File: src/rtl/cpu_out_display.sv
// Aeolus CPU output stage: serial double-dabble converter feeding a 4-digit
// multiplexed active-low seven-segment display. Optional macro: LEADING_ZERO_BLANK_EN.
module cpu_out_display #(
    parameter int unsigned SCAN_DIV = 100000
) (
    input  logic       clk,
    input  logic       reset,
    input  logic [7:0] valueIn,
    output logic [6:0] seg,
    output logic       dp,
    output logic [3:0] an,
    output logic       busy
);

    localparam int unsigned SCAN_W = $clog2(SCAN_DIV);
    localparam logic [SCAN_W-1:0] SCAN_LAST = SCAN_W'(SCAN_DIV - 1);

`ifdef LEADING_ZERO_BLANK_EN
    localparam bit LZ_BLANK = 1'b1;
`else
    localparam bit LZ_BLANK = 1'b0;
`endif

    typedef enum logic [1:0] {
        IDLE,
        CONVERT,
        LATCH
    } state_e;

    state_e            state_q, state_d;
    logic [7:0]        last_value_q, last_value_d;
    logic [7:0]        shift_reg_q, shift_reg_d;
    logic [11:0]       bcd_work_q, bcd_work_d;
    logic [2:0]        bit_cnt_q, bit_cnt_d;
    logic [11:0]       disp_bcd_q, disp_bcd_d;
    logic [SCAN_W-1:0] scan_cnt_q, scan_cnt_d;
    logic [1:0]        digit_sel_q, digit_sel_d;
    logic              busy_q, busy_d;

    logic [11:0]       bcd_adj;
    logic [3:0]        digit;
    logic              blank;

    function automatic logic [3:0] add3(input logic [3:0] n);
        return (n >= 4'd5) ? n + 4'd3 : n;
    endfunction

    function automatic logic [6:0] decode(input logic [3:0] d);
        case (d)
            4'd0:    return 7'h40;
            4'd1:    return 7'h79;
            4'd2:    return 7'h24;
            4'd3:    return 7'h30;
            4'd4:    return 7'h19;
            4'd5:    return 7'h12;
            4'd6:    return 7'h02;
            4'd7:    return 7'h78;
            4'd8:    return 7'h00;
            4'd9:    return 7'h10;
            default: return 7'h7F;
        endcase
    endfunction

    always_comb begin
        state_d      = state_q;
        last_value_d = last_value_q;
        shift_reg_d  = shift_reg_q;
        bcd_work_d   = bcd_work_q;
        bit_cnt_d    = bit_cnt_q;
        disp_bcd_d   = disp_bcd_q;
        bcd_adj      = {add3(bcd_work_q[11:8]), add3(bcd_work_q[7:4]), add3(bcd_work_q[3:0])};

        case (state_q)
            IDLE: begin
                if (valueIn != last_value_q) begin
                    last_value_d = valueIn;
                    shift_reg_d  = valueIn;
                    bcd_work_d   = '0;
                    bit_cnt_d    = '0;
                    state_d      = CONVERT;
                end
            end
            CONVERT: begin
                {bcd_work_d, shift_reg_d} = {bcd_adj, shift_reg_q} << 1;
                bit_cnt_d = bit_cnt_q + 3'd1;
                if (bit_cnt_q == 3'd7) begin
                    state_d = LATCH;
                end
            end
            LATCH: begin
                disp_bcd_d = bcd_work_q;
                state_d    = IDLE;
            end
            default: state_d = IDLE;
        endcase

        busy_d = (state_d != IDLE);

        scan_cnt_d  = scan_cnt_q + 1'b1;
        digit_sel_d = digit_sel_q;
        if (scan_cnt_q == SCAN_LAST) begin
            scan_cnt_d  = '0;
            digit_sel_d = digit_sel_q + 2'd1;
        end
    end

    always_ff @(posedge clk) begin
        if (reset) begin
            state_q      <= IDLE;
            last_value_q <= '0;
            shift_reg_q  <= '0;
            bcd_work_q   <= '0;
            bit_cnt_q    <= '0;
            disp_bcd_q   <= '0;
            scan_cnt_q   <= '0;
            digit_sel_q  <= '0;
            busy_q       <= 1'b0;
        end else begin
            state_q      <= state_d;
            last_value_q <= last_value_d;
            shift_reg_q  <= shift_reg_d;
            bcd_work_q   <= bcd_work_d;
            bit_cnt_q    <= bit_cnt_d;
            disp_bcd_q   <= disp_bcd_d;
            scan_cnt_q   <= scan_cnt_d;
            digit_sel_q  <= digit_sel_d;
            busy_q       <= busy_d;
        end
    end

    // Leading-zero blanking only ever applies to tens/hundreds; digit 3 is always dark.
    always_comb begin
        digit = 4'd0;
        blank = 1'b0;
        case (digit_sel_q)
            2'd0: digit = disp_bcd_q[3:0];
            2'd1: begin
                digit = disp_bcd_q[7:4];
                blank = LZ_BLANK && (disp_bcd_q[11:4] == 8'd0);
            end
            2'd2: begin
                digit = disp_bcd_q[11:8];
                blank = LZ_BLANK && (disp_bcd_q[11:8] == 4'd0);
            end
            default: blank = 1'b1;
        endcase
    end

    assign seg  = blank ? 7'h7F : decode(digit);
    assign an   = ~(4'b0001 << digit_sel_q);
    assign dp   = 1'b1;
    assign busy = busy_q;

endmodule

File: config.mk
export PLATFORM = sky130hd
export DESIGN_NAME = cpu_out_display
export DESIGN_NICKNAME = d
export VERILOG_FILES = /design/src/rtl/cpu_out_display.sv
export SDC_FILE = /design/constraint.sdc
export NUM_CORES = 1
export LEC_CHECK = 0
export CELL_PAD_IN_SITES_DETAIL_PLACEMENT = 1
export CELL_PAD_IN_SITES_GLOBAL_PLACEMENT = 1
export CORE_MARGIN = 1
export CORE_UTILIZATION = 50
export CTS_BUF_LIST = sky130_fd_sc_hd__clkbuf_4 sky130_fd_sc_hd__clkbuf_8
export DETAILED_ROUTE_END_ITERATION = 6
export DONT_BUFFER_PORTS = 1
export MAX_ROUTING_LAYER = met4
export PLACE_DENSITY_LB_ADDON = 0.08
export SLEW_MARGIN = 10
export SYNTH_ARGS = -nofsm -noshare
export SYNTH_HDL_FRONTEND = slang
export SYNTH_SLANG_ARGS = --single-unit
File: constraint.sdc
create_clock -name clk -period 2.6 [get_ports clk]
set_clock_uncertainty 0.05 [all_clocks]
set_input_delay 0.52 -clock clk [delete_from_list [all_inputs] [get_ports clk]]
set_output_delay 0.52 -clock clk [all_outputs]
set_load 0.01 [all_outputs]
* Yosys cells after proc, flatten, opt, wreduce, memory -nomap -nowiden
Memory sizes are Yosys's and may differ from the RTL's.
Cells that the tools add are included.
** Word-level totals
- Register bits :: 65
- Memories :: 1
- Bits of input ports :: 10
- Logic and storage cells :: 51
- Bits in read-only memories :: 112
** Operators by class
- Reductions and logical operators :: 8
- Equality and inequality tests :: 8
- Shifts and indexed selects :: 1
- Mux-type cells :: 14
- $add $sub $neg :: 6
- Bitwise gates (word level) :: 1
- $lt $le $gt $ge :: 3
** Memories
- (no name shown) :: depth 16, bits a word 7, read ports 1, clocked after Yosys merged registers in 0, write ports 0, RTL line 49 : case (d)
** Operators by type and width (number)
- 12-bit one-hot mux with 2 select lines :: 1
- 17-bit by 1-bit adder with 17-bit output, second input constant :: 1
- 17-bit == test, second input constant :: 1
- 8-bit one-hot mux with 2 select lines :: 1
- 4-bit by 3-bit greater-or-equal comparator with 1-bit output, second input constant :: 3
- 12-bit 2-to-1 mux :: 1
- 4-bit one-hot mux with 3 select lines :: 1
- 4-bit by 2-bit adder with 4-bit output, second input constant :: 2
- 4-bit 2-to-1 mux :: 2
- 8-bit 2-to-1 mux :: 1
- 8-bit != test :: 1
- 7-bit 2-to-1 mux :: 1
- 3-bit 2-to-1 mux :: 2
- 3-bit one-hot mux with 2 select lines :: 1
- 2-bit by 1-bit == test with 1-bit output, second input constant :: 2
- 2-bit == test, second input constant :: 2
- 2-bit zero test :: 2
- 2-bit 2-to-1 mux :: 2
- 4-bit inverter :: 1
- 2-bit one-hot mux with 2 select lines :: 1
- 2-bit AND reduction :: 2
- 2-bit nonzero test :: 2
- 1-bit by 2-bit left shift with 4-bit output, first input constant :: 1
- 3-bit by 1-bit adder with 3-bit output, second input constant :: 1
- 6 further kinds :: 6

* Depth between registers and ports, before layout
- Word-level depth :: 4
- Mapped depth :: 9

* Worst setup path before layout
No wires, ideal clock.
- Path kind :: reg2out
- Start point :: register digit_sel_q[1]
- End point :: output seg[0]
- Arrival time :: 1.943 ns
- Setup slack :: 0.087 ns
- Stages on the path, launching flop included :: 10
- Buffers on the path :: 0
- Cell sequence :: dfxtp_1 -> inv_1 -> ha_1 -> a222oi_1 -> nor2_1 -> inv_1 -> ha_1 -> o21a_1 -> a21oi_1 -> o21ai_0
** On the way
- Longest elaborated chain between the ends :: 4
- Elaborated cells on any way between the ends :: 7
- Classes of those cells :: eq/ne: 2; mux: 2; reduce/logical: 2; memory: 1
** Ends and longest elaborated chain
- from (decl) :: RTL line 37 : logic [1:0] digit_sel_q, digit_sel_d;
- from (signal assigned) :: RTL line 126 : digit_sel_q <= digit_sel_d;
- 2-bit == test, or another cell as far along :: RTL line 135 : case (digit_sel_q)
- 4-bit one-hot mux with 3 select lines :: RTL line 135
- memory 16 x 7 bit
- 7-bit 2-to-1 mux (*) :: RTL line 149 : assign seg = blank ? 7'h7F : decode(digit);
- to (decl) :: RTL line 9 : output logic [6:0] seg,
Mark *: on every way between the ends. The rest lies on a longest branch, timed or not.

* Final worst setup path
- Start point :: register digit_sel_q[1]
- End point :: output seg[3]
The elaborated chain is that of the path after synthesis.

==> flow_summary.yaml <==
synth:
  ys_ff_latch: 65
  syn-num-nets: 454
  seq_area_frac_synth: 0.3680
  synth.cell_area_mm2: 0.003536
  synth-main-ff-cell: "dfxtp_1"
  synthesis.instances: 425
  yosys_warnings: 0
  synth_edf_count: 0
  yosys.area.top_type: "dfxtp_1"
  synth.distinct_cells: 51
  yosys-top-cells-area: "dfxtp_1 37%, ha_1 6.7%, nand2_1 5.1%"
  yosys.area.top_type_share: 0.3680
  avgSynthCellArea_um2: 8.320
  synthArstFlopShare: 0
clock_tree:
  clock_latency_ps: 340
  cts_tree: "built"
  path_clk_slew_ps: 80
  clock_tree.root_cell: "clkbuf_8"
  cts_inserted_buffers: 9
  cts.sinks: 65
  cts.htree.levels: 3
  cts_buffer_depth: 2
floorplan:
  io_pins: 23
  initial_core_util: 0.5204
  core_area_mm2: 0.006794
  fp.dieH_um: 86.10
  rows: 30
  die_x_um: 86.10
  die_area_mm2: 0.007412
layout:
  final_util: 0.6087
  instances_no_fill: 535
  multi_input_area_mm2: 0.002152
  antennaDiodeCount: 0
  syn_to_final_growth_pct: 16.95
  fillers: 786
  drive_gt1_frac: 0.1686
  seq_area_mm2: 0.001309
  fin_nets: 463
setup_path:
  required_ps: 2030
  rr_startpoint: "scan_cnt_q[8]"
  crit_arrival_ps: 2270
  rr_endpoint: "scan_cnt_q[5]"
  endpoint: "seg[3]"
  start_kind: "flop"
  crit_start: "digit_sel_q[1]"
  worst-setup-path-type: "reg -> out"
  cp_max_fo: 3
  ff2ff_path_depth: 4
  reg2reg_slack_ps: 630
  critPathCaptureType: "output pin"
routing:
  drc: 0
  detail_route.wl_per_cell_um: 17.25
  drt_iter0_markers: 185
  drtPass1Iterations: 4
  totalWireLength_um: 9227
  drtAntennaViolNets: 0
  via_per_inst: 5.789
  vias: 3097
global_route:
  met3_usage: 0.04427
  use_met2: 0.4639
  top_usage_layer: "met2"
  grtUsageMet1: 0.3222
  grt_max_degree: 64
  grt-ovfl-total: 0
  grtUsageTotal: 0.2739
  grt_pass1_vias: 3231
  grt_pass1_wl_um: 15560
  antenna_found_initial: 0
sta:
  tightest_slew_ps: 764.8
  relSlewSlack: 0.4882
  period_needed_ps: 2836
  drv_slew: 0
  max_freq_mhz: 352.6
  setup_viol: 7
  hold_violations: 0
  post-route-period-util: 1.091
  postLayoutSetupSlackWorst_ps: -236.5
  rsz0062_at_grt: "true"
status:
  failed_checks: "setup timing"
  status: "complete, but fails checks"
worst_hold_path:
  min_path_type: "in -> reg"
placement:
  hpwl_um: 5632
  placed_cells: 510
  routabilityCongestion: 0.7751
  io_buffers: 0
pwr:
  ir_drop_mv: 0.3542
  p_leak_nw: 1.498
  power.density_mw_per_mm2: 536.6
run:
  drv_cap: 0
critical path, stage by stage (launching register included):
cell	delay [ps]
dfxtp_4	360
buf_6	120
ha_4	160
a222oi_1	280
buf_4	200
nor2_4	50
buf_4	140
ha_4	280
a21oi_2	50
o21ai_1	130
buf_4	140
where the power goes:
part | leakage (nW) | internal [mW] | total [mW] | switching (mW)
combinational | 0.844 | 0.0424 | 0.0976 | 0.0552
sequential | 0.530 | 1.01 | 1.03 | 0.0150
clock | 0.125 | 0.649 | 1.09 | 0.443
total | 1.50 | 1.71 | 2.22 | 0.513
per-layer routing:
layer / vias up / wire (µm) / part of all wire
met2: 35 / 4658 / 0.50
met5: - / 0 / 0
met4: 0 / 167 / 0.018
met3: 17 / 190 / 0.021
met1: 1546 / 4211 / 0.46
li1: 1499 / - / -
cells in the mapped netlist, drive strengths merged (3+ instances only):
| cell | count |
|---|---|
| a211oi | 14 |
| a21oi | 30 |
| a221oi | 7 |
| a222oi | 4 |
| a31oi | 8 |
| and4 | 3 |
| buf | 6 |
| clkbuf | 21 |
| dfxtp | 65 |
| ha | 19 |
| inv | 28 |
| mux2i | 9 |
| nand2 | 48 |
| nand2b | 19 |
| nand3 | 8 |
| nand4 | 11 |
| nor2 | 28 |
| nor2b | 8 |
| nor3 | 4 |
| nor3b | 4 |
| nor4 | 3 |
| o211ai | 3 |
| o21ai | 14 |
| o221ai | 3 |
| or2 | 4 |
| or3 | 5 |
| xnor2 | 13 |
| xor2 | 15 |
placed cells by master (no fill, tap or decap), types with 4 or more instances in the layout:
master / count
dfxtp_1: 63
buf_4: 23
or3_1: 5
a31oi_1: 8
nor3_1: 4
nand2_1: 48
a21oi_1: 26
nand3_1: 8
a221oi_1: 7
nand4_1: 11
xor2_1: 15
a211oi_1: 14
ha_4: 7
a21oi_2: 4
inv_1: 24
o21ai_1: 5
clkbuf_8: 9
nand2b_1: 19
a222oi_1: 4
nor2b_1: 8
mux2i_1: 9
xnor2_1: 13
o21ai_0: 7
ha_1: 11
nor2_1: 26
registers in the layout, summed over array words and instances (netlist names):
| name | cells |
|---|---|
| state_q | 2 |
| shift_reg_q | 8 |
| bcd_work_q | 12 |
| bit_cnt_q | 3 |
| busy | 1 |
| last_value_q | 8 |
| disp_bcd_q | 12 |
| scan_cnt_q | 17 |
| digit_sel_q | 2 |
logic make-up after synthesis:
family	after synthesis	synth area share
compound gates	92	0.1738
xor+xnor	28	0.06936
fa+ha+maj	19	0.06723
buf+inv	55	0.06263
flops	65	0.3680
mux	10	0.02866
other cells	1	0.001061
simple gates	155	0.2293
cell type report:
| cell class | instances | area share |
|---|---|---|
| multi-input cells | 305 | 0.5204 |
| clock buffers | 9 | 0.02995 |
| well taps | 96 | 0.02905 |
| flip-flops and latches | 65 | 0.3165 |
| inverters | 28 | 0.02663 |
| repair buffers | 25 | 0.04720 |
| clock inverters | 7 | 0.03026 |
worst min path at each step:
| stage | start | end | slack [ps] | cells past startpoint |
|---|---|---|---|---|
| finish | reset | digit_sel_q[0] | 190 | 1 |
| detailed placement | scan_cnt_q[0] | scan_cnt_q[0] | 390 | 1 |
| floorplan | scan_cnt_q[0] | scan_cnt_q[0] | 370 | 1 |
| global route | reset | disp_bcd_q[3] | 180 | 1 |
| global placement | scan_cnt_q[0] | scan_cnt_q[0] | 380 | 1 |
| CTS | reset | digit_sel_q[0] | 180 | 1 |
through the flow:
stage | hold WS (ps) | setup WS, ps | area, µm² | power [mW] | setup TNS [ps]
6_report | 189.1 | -236.5 | 4135 | 2.219 | -1234
3_3_place_gp | 382.3 | 81.18 | 3660 | 1.149 | 0
3_5_place_dp | 391.5 | -36.21 | 3660 | 1.153 | -36.21
2_1_floorplan | 367.5 | 86.88 | 3536 | 1.145 | 0
5_1_grt | 175.7 | -363.7 | 4135 | 2.299 | -1942
4_1_cts | 179.6 | -191.1 | 4088 | 2.225 | -889.4
repair_timing:
| action | 4_1_cts | 5_1_grt |
|---|---|---|
| hold buffers | 0 | 0 |
| endpoints found under the setup margin | 7 | 7 |
| buffers inserted | 8 | 1 |
| resized for setup | 35 | 10 |
| pin swaps | 13 | 11 |
(Power assumes the default switching activity.)
